===== config.mk =====
export PLATFORM = sky130hd
export DESIGN_NAME = sa_mem_executor
export DESIGN_NICKNAME = d
export VERILOG_FILES = /design/src/rtl/sa_pkg.sv /design/src/rtl/sa_perf_counters.sv /design/src/rtl/sa_mem_executor.sv
export SDC_FILE = /design/constraint.sdc
export NUM_CORES = 1
export LEC_CHECK = 0
export CORE_MARGIN = 5
export CORE_UTILIZATION = 46
export DETAILED_ROUTE_END_ITERATION = 7
export GPL_ROUTABILITY_DRIVEN = 0
export PLACE_DENSITY = 0.86
export SLEW_MARGIN = 10
export SYNTH_ARGS = -nofsm -noshare
export SYNTH_HDL_FRONTEND = slang
export SYNTH_SLANG_ARGS = --single-unit

===== constraint.sdc =====
create_clock -name clk -period 5 [get_ports clk]
set_clock_uncertainty 0.15 [all_clocks]
set_input_delay 1 -clock clk [delete_from_list [all_inputs] [get_ports clk]]
set_output_delay 1 -clock clk [all_outputs]
set_load 0.005 [all_outputs]

===== src/rtl/sa_pkg.sv =====
// Shared definitions for the system-agent memory executor: entry field layout,
// transaction type encoding and the executor state type.
package sa_pkg;

    // Queue entry field widths
    localparam int unsigned SA_OWNER_W = 4;
    localparam int unsigned SA_TXID_W  = 4;
    localparam int unsigned SA_DATA_W  = 32;
    localparam int unsigned SA_ADDR_W  = 16;
    localparam int unsigned SA_ENTRY_W = 57;

    // Queue entry field LSB offsets
    localparam int unsigned SA_OWNER_LSB = 0;
    localparam int unsigned SA_TXID_LSB  = 4;
    localparam int unsigned SA_TYPE_LSB  = 8;
    localparam int unsigned SA_DATA_LSB  = 9;
    localparam int unsigned SA_ADDR_LSB  = 41;

    // Transaction type encoding (entry bit SA_TYPE_LSB)
    localparam logic TX_READ  = 1'b0;
    localparam logic TX_WRITE = 1'b1;

    // Executor state
    typedef enum logic [1:0] {
        EX_IDLE,
        EX_SETUP,
        EX_ACCESS,
        EX_RESP
    } sa_exec_state_e;

endpackage


===== src/rtl/sa_perf_counters.sv =====
// Saturating performance counters for the memory executor: completed reads,
// completed writes, and cycles spent busy. Only instantiated when
// SA_EXEC_PERF_CNT_EN is defined.
module sa_perf_counters (
    input  logic        clk,
    input  logic        rst_n,
    input  logic        rd_done,
    input  logic        wr_done,
    input  logic        busy,
    output logic [15:0] perf_rd_cnt,
    output logic [15:0] perf_wr_cnt,
    output logic [31:0] perf_busy_cyc
);

    // Count completions by type and busy cycles; each counter sticks at all-ones
    always_ff @(posedge clk or negedge rst_n) begin
        if (!rst_n) begin
            perf_rd_cnt   <= '0;
            perf_wr_cnt   <= '0;
            perf_busy_cyc <= '0;
        end else begin
            if (rd_done && (perf_rd_cnt != '1))
                perf_rd_cnt <= perf_rd_cnt + 16'd1;
            if (wr_done && (perf_wr_cnt != '1))
                perf_wr_cnt <= perf_wr_cnt + 16'd1;
            if (busy && (perf_busy_cyc != '1))
                perf_busy_cyc <= perf_busy_cyc + 32'd1;
        end
    end

endmodule


===== src/rtl/sa_mem_executor.sv =====
// System-agent memory executor: pops the head of the transaction queue, runs
// it on the single-port memory bus (SETUP -> ACCESS x N -> RESP) and returns
// a one-cycle completion to the owning IP. One transaction in flight.
// Optional: define SA_EXEC_PERF_CNT_EN to add read/write/busy-cycle counters.
module sa_mem_executor
    import sa_pkg::*;
#(
    parameter int unsigned RD_WAIT = 2,
    parameter int unsigned WR_HOLD = 1,
    parameter int unsigned ENTRY_W = 57
) (
    input  logic               clk,
    input  logic               rst_n,
    input  logic               q_valid,
    input  logic [ENTRY_W-1:0] q_entry,
    output logic               q_pop,
    output logic               mem_cs,
    output logic               mem_we,
    output logic [15:0]        mem_addr,
    output logic [31:0]        mem_wdata,
    output logic               mem_oe,
    input  logic [31:0]        mem_rdata,
    output logic               cpl_valid,
    output logic [3:0]         cpl_owner,
    output logic [3:0]         cpl_id,
    output logic               cpl_we,
    output logic [31:0]        cpl_rdata,
    output logic               busy
`ifdef SA_EXEC_PERF_CNT_EN
    ,
    output logic [15:0]        perf_rd_cnt,
    output logic [15:0]        perf_wr_cnt,
    output logic [31:0]        perf_busy_cyc
`endif
);

    if ((RD_WAIT < 1) || (RD_WAIT > 15)) begin : g_bad_rd_wait
        $error("sa_mem_executor: RD_WAIT must be in 1..15");
    end
    if ((WR_HOLD < 1) || (WR_HOLD > 15)) begin : g_bad_wr_hold
        $error("sa_mem_executor: WR_HOLD must be in 1..15");
    end
    if (ENTRY_W != SA_ENTRY_W) begin : g_bad_entry_w
        $error("sa_mem_executor: ENTRY_W must equal SA_ENTRY_W");
    end

    sa_exec_state_e        state;
    logic [3:0]            wait_cnt;
    logic [SA_OWNER_W-1:0] lat_owner;
    logic [SA_TXID_W-1:0]  lat_id;
    logic                  lat_we;

    // Head is consumed in the same cycle it is seen while idle; never during reset
    always_comb begin
        q_pop = rst_n && (state == EX_IDLE) && q_valid;
    end

    // Executor FSM; all bus and completion outputs are registered here
    always_ff @(posedge clk or negedge rst_n) begin
        if (!rst_n) begin
            state     <= EX_IDLE;
            wait_cnt  <= '0;
            lat_owner <= '0;
            lat_id    <= '0;
            lat_we    <= 1'b0;
            mem_cs    <= 1'b0;
            mem_we    <= 1'b0;
            mem_addr  <= '0;
            mem_wdata <= '0;
            mem_oe    <= 1'b0;
            cpl_valid <= 1'b0;
            cpl_owner <= '0;
            cpl_id    <= '0;
            cpl_we    <= 1'b0;
            cpl_rdata <= '0;
            busy      <= 1'b0;
        end else begin
            cpl_valid <= 1'b0;
            case (state)
                EX_IDLE: begin
                    if (q_valid) begin
                        // Bus address/direction are set up straight from the
                        // popped entry so they are valid throughout SETUP.
                        lat_owner <= q_entry[SA_OWNER_LSB +: SA_OWNER_W];
                        lat_id    <= q_entry[SA_TXID_LSB +: SA_TXID_W];
                        lat_we    <= q_entry[SA_TYPE_LSB];
                        mem_addr  <= q_entry[SA_ADDR_LSB +: SA_ADDR_W];
                        mem_we    <= (q_entry[SA_TYPE_LSB] == TX_WRITE);
                        mem_oe    <= (q_entry[SA_TYPE_LSB] == TX_WRITE);
                        if (q_entry[SA_TYPE_LSB] == TX_WRITE)
                            mem_wdata <= q_entry[SA_DATA_LSB +: SA_DATA_W];
                        busy  <= 1'b1;
                        state <= EX_SETUP;
                    end
                end
                EX_SETUP: begin
                    wait_cnt <= lat_we ? 4'(WR_HOLD) : 4'(RD_WAIT);
                    mem_cs   <= 1'b1;
                    state    <= EX_ACCESS;
                end
                EX_ACCESS: begin
                    wait_cnt <= wait_cnt - 4'd1;
                    if (wait_cnt == 4'd1) begin
                        mem_cs    <= 1'b0;
                        mem_oe    <= 1'b0;
                        mem_we    <= 1'b0;
                        cpl_valid <= 1'b1;
                        cpl_owner <= lat_owner;
                        cpl_id    <= lat_id;
                        cpl_we    <= lat_we;
                        cpl_rdata <= lat_we ? '0 : mem_rdata;
                        state     <= EX_RESP;
                    end
                end
                EX_RESP: begin
                    busy  <= 1'b0;
                    state <= EX_IDLE;
                end
                default: begin
                    state <= EX_IDLE;
                end
            endcase
        end
    end

`ifdef SA_EXEC_PERF_CNT_EN
    sa_perf_counters u_perf (
        .clk          (clk),
        .rst_n        (rst_n),
        .rd_done      (cpl_valid && !cpl_we),
        .wr_done      (cpl_valid && cpl_we),
        .busy         (busy),
        .perf_rd_cnt  (perf_rd_cnt),
        .perf_wr_cnt  (perf_wr_cnt),
        .perf_busy_cyc(perf_busy_cyc)
    );
`endif

endmodule


==> summary.md, run 1 <==
| Metric | Value |
|---|---|
| Post-Layout Cell Count | `646` |
| Worst Hold Endpoint | `cpl_rdata[28]` |
| Tmin final | `3.47 ns` |
| Worst setup SP type | `input pin` |
| Final setup fails | `0` |
| Synthesis-stage register bit count | `108` |
| First-pass DRT Iterations | `4` |
| FF-to-FF Start | `state[0]` |
| Total track usage | `0.184` |
| FF-to-FF setup slack | `2.46 ns` |
| Post-synth top area cell | `dfrtp_1` |
| PostCTS Resize Cnt | `0` |
| Routed length per instance | `16.6 µm` |
| Pre-CTS setup slack | `1.55 ns` |
| Final hold viol count | `0` |
| Largest net degree at the start of global routing | `75` |
| Num ports | `187` |
| Syn Inst Count | `334` |
| Pins Over Slew Limit | `0` |
| Distinct cells, synth | `28` |
| Sum Neg Setup Slack | `0 ns` |
| Placed cells | `631` |
| Mean Syn Cell Area | `13.1 µm²` |
| Final setup margin | `1.53 ns` |
| Synth warn | `0` |
| Clock sink count | `108` |
| Antenna-violating nets left | `0` |
| Setup Buffers After CTS | `0` |
| Initial Utilization | `0.473` |
| 1st-iter DRT viols | `90` |
| FF-to-FF path depth | `4` |
| Diodes inserted | `0` |
| RSZ-0062 raised after global routing | `false` |
| Final period util | `0.693` |
| Number of port buffers | `186` |
| F_max | `289 MHz` |
| Critical path type | `in -> out` |
| Hold path depth | `2` |
| Detail Placement HPWL | `8110 µm` |
| Initial antenna violation count | `0` |
| Sequential cell area fraction in the yosys report | `0.618` |
| Synth top area cells | `dfrtp_1, mux2_2, nand2b_1` |
| Clk Latency, worst-skew pair | `0.36 ns` |
| Worst Path Required | `3.85 ns` |
| Worst Path Arrival | `2.32 ns` |
| P per Cell Area | `578 mW/mm²` |
| Most common cell after layout, fill and taps aside | `clkdlybuf4s50_1` |
| WL final | `10700 µm` |
| Vias | `3133` |
| Leak | `2.82 nW` |
| Synth top area share | `0.618` |
| Min-Delay Path Class | `reg -> reg` |
| Fraction of layout instances using a drive strength above 1 | `0.168` |
| FP Rows | `35` |
| Nets | `610` |
| Largest fanout on the critical path | `5` |
| CTS Buf Count | `9` |
| Gr ovfl total | `0` |
| Core area | `0.00924 mm²` |
| H-tree depth | `3` |
| DRC Markers | `0` |
| Cts hold-fix bufs | `0` |
| Post-layout util | `0.702` |
| First-pass GRT wire length | `16700 µm` |
| R2r endpoint | `cpl_owner[1]` |
| Slew margin rel. | `0.369` |
| CTS tree | `done` |
| Status | `finished clean` |
| Die W | `108 µm` |
| Maximum VDD drop | `0.000302 V` |
| CTS clock-pin slew for the worst setup and hold paths | `0.10 ns` |
| CTS max path bufs | `2` |
| Area Growth Syn to Fin | `48.4%` |
| Hold wc startpoint | `cpl_rdata[28]` |
| Crit. End Element | `output pin` |
| Root Buffer | `clkbuf_8` |
| Die Ht | `108 µm` |
| Max-cap viol count | `0` |
| Vias in the first global route | `3332` |
| Synthesized net count | `431` |
| Syn Std Cell Area | `0.00437 mm²` |
| Vias per cell | `4.85` |
| Die area | `0.0116 mm²` |
| Most frequent cells in the layout | `clkdlybuf4s50_1, dfrtp_1, mux2_2` |
| Worst-margin pin slew | `0.944 ns` |
-- worst max-delay path: stages --
cell and delay, ns:
clkdlybuf4s50_1 0.60, and3_1 0.21, clkdlybuf4s50_1 0.51
-- cell families (layout without fill, tap and decap cells) --
logic type,after synthesis,count (layout),share of synthesized area
AO/OA/AOI/OAI,44,44,0.0547
adder cells (fa/ha/maj),5,5,0.0143
buffers and inverters,30,213,0.0355
flip-flops,108,108,0.618
multiplexers,69,69,0.181
AND/OR/NAND/NOR,78,78,0.0964
-- synth_stat cells, drive strengths merged --
library cell / n
nand4bb: 1
inv: 10
o21ai: 35
a22o: 1
nand2: 37
nor3: 1
a21oi: 4
nand2b: 32
o221ai: 1
buf: 13
nand3: 1
clkbuf: 7
nand4: 1
o22a: 1
ha: 5
and3: 1
nor2: 1
mux2i: 3
mux2: 66
dfrtp: 108
or3b: 1
o2bb2ai: 2
nor2b: 2
-- state kept, by name, indices dropped and copies added, names as in the netlist --
name / count
busy: 1
cpl_id: 4
cpl_owner: 4
cpl_rdata: 32
cpl_valid: 1
cpl_we: 1
lat_id: 4
lat_owner: 4
lat_we: 1
mem_addr: 16
mem_cs: 1
mem_oe: 1
mem_wdata: 32
state: 2
wait_cnt: 4
-- per-stage QoR --
stage / cell area, µm² / total power (W) / hold WS (ns)
floorplan: 4370 / 0.00227 / 0.323
global placement: 6290 / 0.00318 / 0.312
finish: 6490 / 0.00375 / 0.337
detailed placement: 6290 / 0.00327 / 0.320
CTS: 6490 / 0.00381 / 0.343
global route: 6490 / 0.00402 / 0.364
-- final cells by class --
type / instances / area, µm²
inverters: 10 / 37.5
repair buffers: 188 / 1870
clock inverters: 6 / 73.8
multi-input cells: 196 / 1520
clock buffers: 9 / 124
fillers: 669 / 2750
well taps: 129 / 161
flip-flops and latches: 108 / 2700
-- worst max-delay path by stage --
stage                  from    end  slack (ns)  cells after the start
floorplan             rst_n  q_pop        2.68                      1
global placement    q_valid  q_pop        1.57                      3
detailed placement  q_valid  q_pop        1.55                      3
CTS                 q_valid  q_pop        1.53                      3
global route        q_valid  q_pop        1.48                      3
finish              q_valid  q_pop        1.53                      3
-- power by group --
group	switching (W)	total, W	internal [W]	leakage (nW)
clock network	0.000298	0.000533	0.000234	0.0934
logic	0.000581	0.00168	0.00110	1.41
registers	0.000247	0.00154	0.00129	1.32
total	0.00113	0.00375	0.00262	2.82
-- routing by layer --
metal  routed length (µm)  vias to the layer above  global-route usage
met2                 5490                      108               0.321
met4                  288                        0              0.0721
met1                 4130                     1539               0.213
li1                     -                     1466                   -
met3                  791                       20              0.0540
met5                    0                        -                   0
Power figures use the tool's default switching activity.
==> run 2, diff against run 1 <==
Settings changed: CORE_UTILIZATION 46 to 42, PLACE_DENSITY 0.86 to 0.8.
Clock period 5 ns to 3.4 ns, I/O delays scaled along.
==> summary.md, run 2 (synthesis gave the netlist of run 1 again) <==
| Metric | Value |
|---|---|
| Total track usage | `0.175 (-0.00925)` |
| Fraction of layout instances using a drive strength above 1 | `0.171 (+0.00321)` |
| RSZ-0062 raised after global routing | `false` |
| Min-Delay Path Class | `in -> async` |
| Die area | `0.0126 mm² (+8.6%)` |
| Status | `finished clean` |
| Cts hold-fix bufs | `0 (unchanged)` |
| Slew margin rel. | `0.423 (+0.0533)` |
| Critical path type | `in -> out` |
| PostCTS Resize Cnt | `0 (unchanged)` |
| Crit path top cell by count | `clkdlybuf4s50_1` |
| Worst setup SP type | `input pin` |
| Stages on the worst setup path | `3 (unchanged)` |
| Vias | `3100 (-1.1%)` |
| CTS max path bufs | `2 (unchanged)` |
| Fillcell total | `809 (+21%)` |
| Final setup fails | `0 (unchanged)` |
| FF-to-FF Start | `state[0]` |
| H-tree depth | `3 (unchanged)` |
| Final Instance Area | `0.00649 mm² (about the same)` |
| Max incr delay on CP | `0.60 ns (about the same)` |
| Leak | `2.82 nW (about the same)` |
| Antenna-violating nets left | `0 (unchanged)` |
| FP Rows | `37 (+5.7%)` |
| Crit. End Element | `output pin` |
| Setup Buffers After CTS | `0 (unchanged)` |
| Root Buffer | `clkbuf_8` |
| R2r endpoint | `cpl_rdata[7]` |
| Most frequent cells in the layout | `clkdlybuf4s50_1, dfrtp_1, mux2_2` |
| Initial Utilization | `0.427 (-0.0458)` |
| Hold WS | `0.316 ns (-0.0209 ns)` |
| Die Ht | `112 µm (+4.2%)` |
| CTS clock-pin slew for the worst setup and hold paths | `0.11 ns (about the same)` |
| Post-Layout Cell Count | `655 (+1.4%)` |
| F_max | `353 MHz` |
| Critical path's slowest cell | `clkdlybuf4s50_1` |
| Number of port buffers | `186 (unchanged)` |
| Gr ovfl total | `0 (unchanged)` |
| Die W | `112 µm (+4.2%)` |
| Diodes inserted | `0 (unchanged)` |
| Largest net degree at the start of global routing | `61 (-19%)` |
| First-pass DRT Iterations | `4 (unchanged)` |
| DRC Markers | `0 (unchanged)` |
| Maximum VDD drop | `0.000493 V (+63%)` |
| Core area | `0.0102 mm² (+11%)` |
| FF-to-FF path depth | `5 (+1)` |
| Worst Path Required | `2.57 ns (-1.28 ns)` |
| Placed cells | `640 (+1.4%)` |
| 1st-iter DRT viols | `115 (+28%)` |
| CTS Buf Count | `9 (unchanged)` |
| Met3 wire length | `782 µm (-1.1%)` |
| Post-layout util | `0.634 (-0.0681)` |
| Family with the most delay on the worst path | `buffers and inverters` |
| Met2 routed WL | `5290 µm (-3.6%)` |
| Initial antenna violation count | `0 (unchanged)` |
| Worst path bufs/invs | `2 (unchanged)` |
| Num ports | `187 (unchanged)` |
| Nets | `612 (+0.33%)` |
| CTS tree | `done` |
| Area Growth Syn to Fin | `48.4% (about the same)` |
| Vias in the first global route | `3452 (+3.6%)` |
| Sum Neg Setup Slack | `0 ns (unchanged)` |
| CP cell instances | `clkdlybuf4s50_1, and3_1, clkdlybuf4s50_1` |
| Regs by FF count | `cpl_rdata: 32 flops, mem_wdata: 32 flops, mem_addr: 16 flops` |
| Routed length per instance | `16.2 µm (-2.5%)` |
| Final period util | `0.834` |
| Met1 WL | `4280 µm (+3.6%)` |
| Pins Over Slew Limit | `0 (unchanged)` |
| Placement Cell Area | `0.00631 mm² (+0.38%)` |
| FF-to-FF setup slack | `0.95 ns (-1.51 ns)` |
| P per Cell Area | `836 mW/mm² (+45%)` |
| Vias per cell | `4.73 (-2.4%)` |
| Largest fanout on the critical path | `5 (unchanged)` |
| Final hold viol count | `0 (unchanged)` |
| Detail Placement HPWL | `7980 µm (-1.7%)` |
| Most common cell after layout, fill and taps aside | `clkdlybuf4s50_1` |
| Uppermost layer routed | `met4` |
| First-pass GRT wire length | `17800 µm (+6.7%)` |
| Clk Latency, worst-skew pair | `0.35 ns (about the same)` |
| Tmin final | `2.83 ns` |
| Max-cap viol count | `0 (unchanged)` |
| Clock sink count | `108 (unchanged)` |
| Worst-margin pin slew | `0.866 ns (-0.0778 ns)` |
| Worst Path Arrival | `2.00 ns (-0.32 ns)` |
| WL final | `10600 µm (-1.1%)` |
-- run 2: report_power, final --
group | internal (W) | total (W) | switching, W
logic | 0.00162 | 0.00246 | 0.000844
clock network | 0.000271 | 0.000707 | 0.000436
registers | 0.00190 | 0.00226 | 0.000358
total | 0.00379 | 0.00543 | 0.00164
-- run 2: worst max path at each step --
stage	from	to	slack (ns)
after detailed placement	q_valid	q_pop	0.58
final	q_valid	q_pop	0.57
after global placement	q_valid	q_pop	0.61
after global routing	q_valid	q_pop	0.54
after floorplan	state[0]	q_pop	1.67
after CTS	q_valid	q_pop	0.57
-- run 2: area by class of cell --
class                      instances  area, µm²  share of cell area
clock inverter                     6       48.8             0.00752
sequential                       108       2700               0.417
multi-input combinational        196       1520               0.234
clock buffer                       9        124              0.0191
inverter                          10       37.5             0.00579
timing repair buffer             190       1890               0.291
tap                              136        170              0.0262
-- run 2: per-layer routing --
metal  global-route usage  up-vias
met5                    0        -
met4               0.0585        0
met3               0.0518       17
met2                0.295      111
met1                0.217     1493
li1                     -     1479
-- run 2: metrics by stage --
step	power [W]	worst slack (ns)
after floorplan	0.00333	1.67
after global placement	0.00468	0.608
after detailed placement	0.00479	0.579
after CTS	0.00552	0.567
after global routing	0.00585	0.544
final	0.00543	0.566
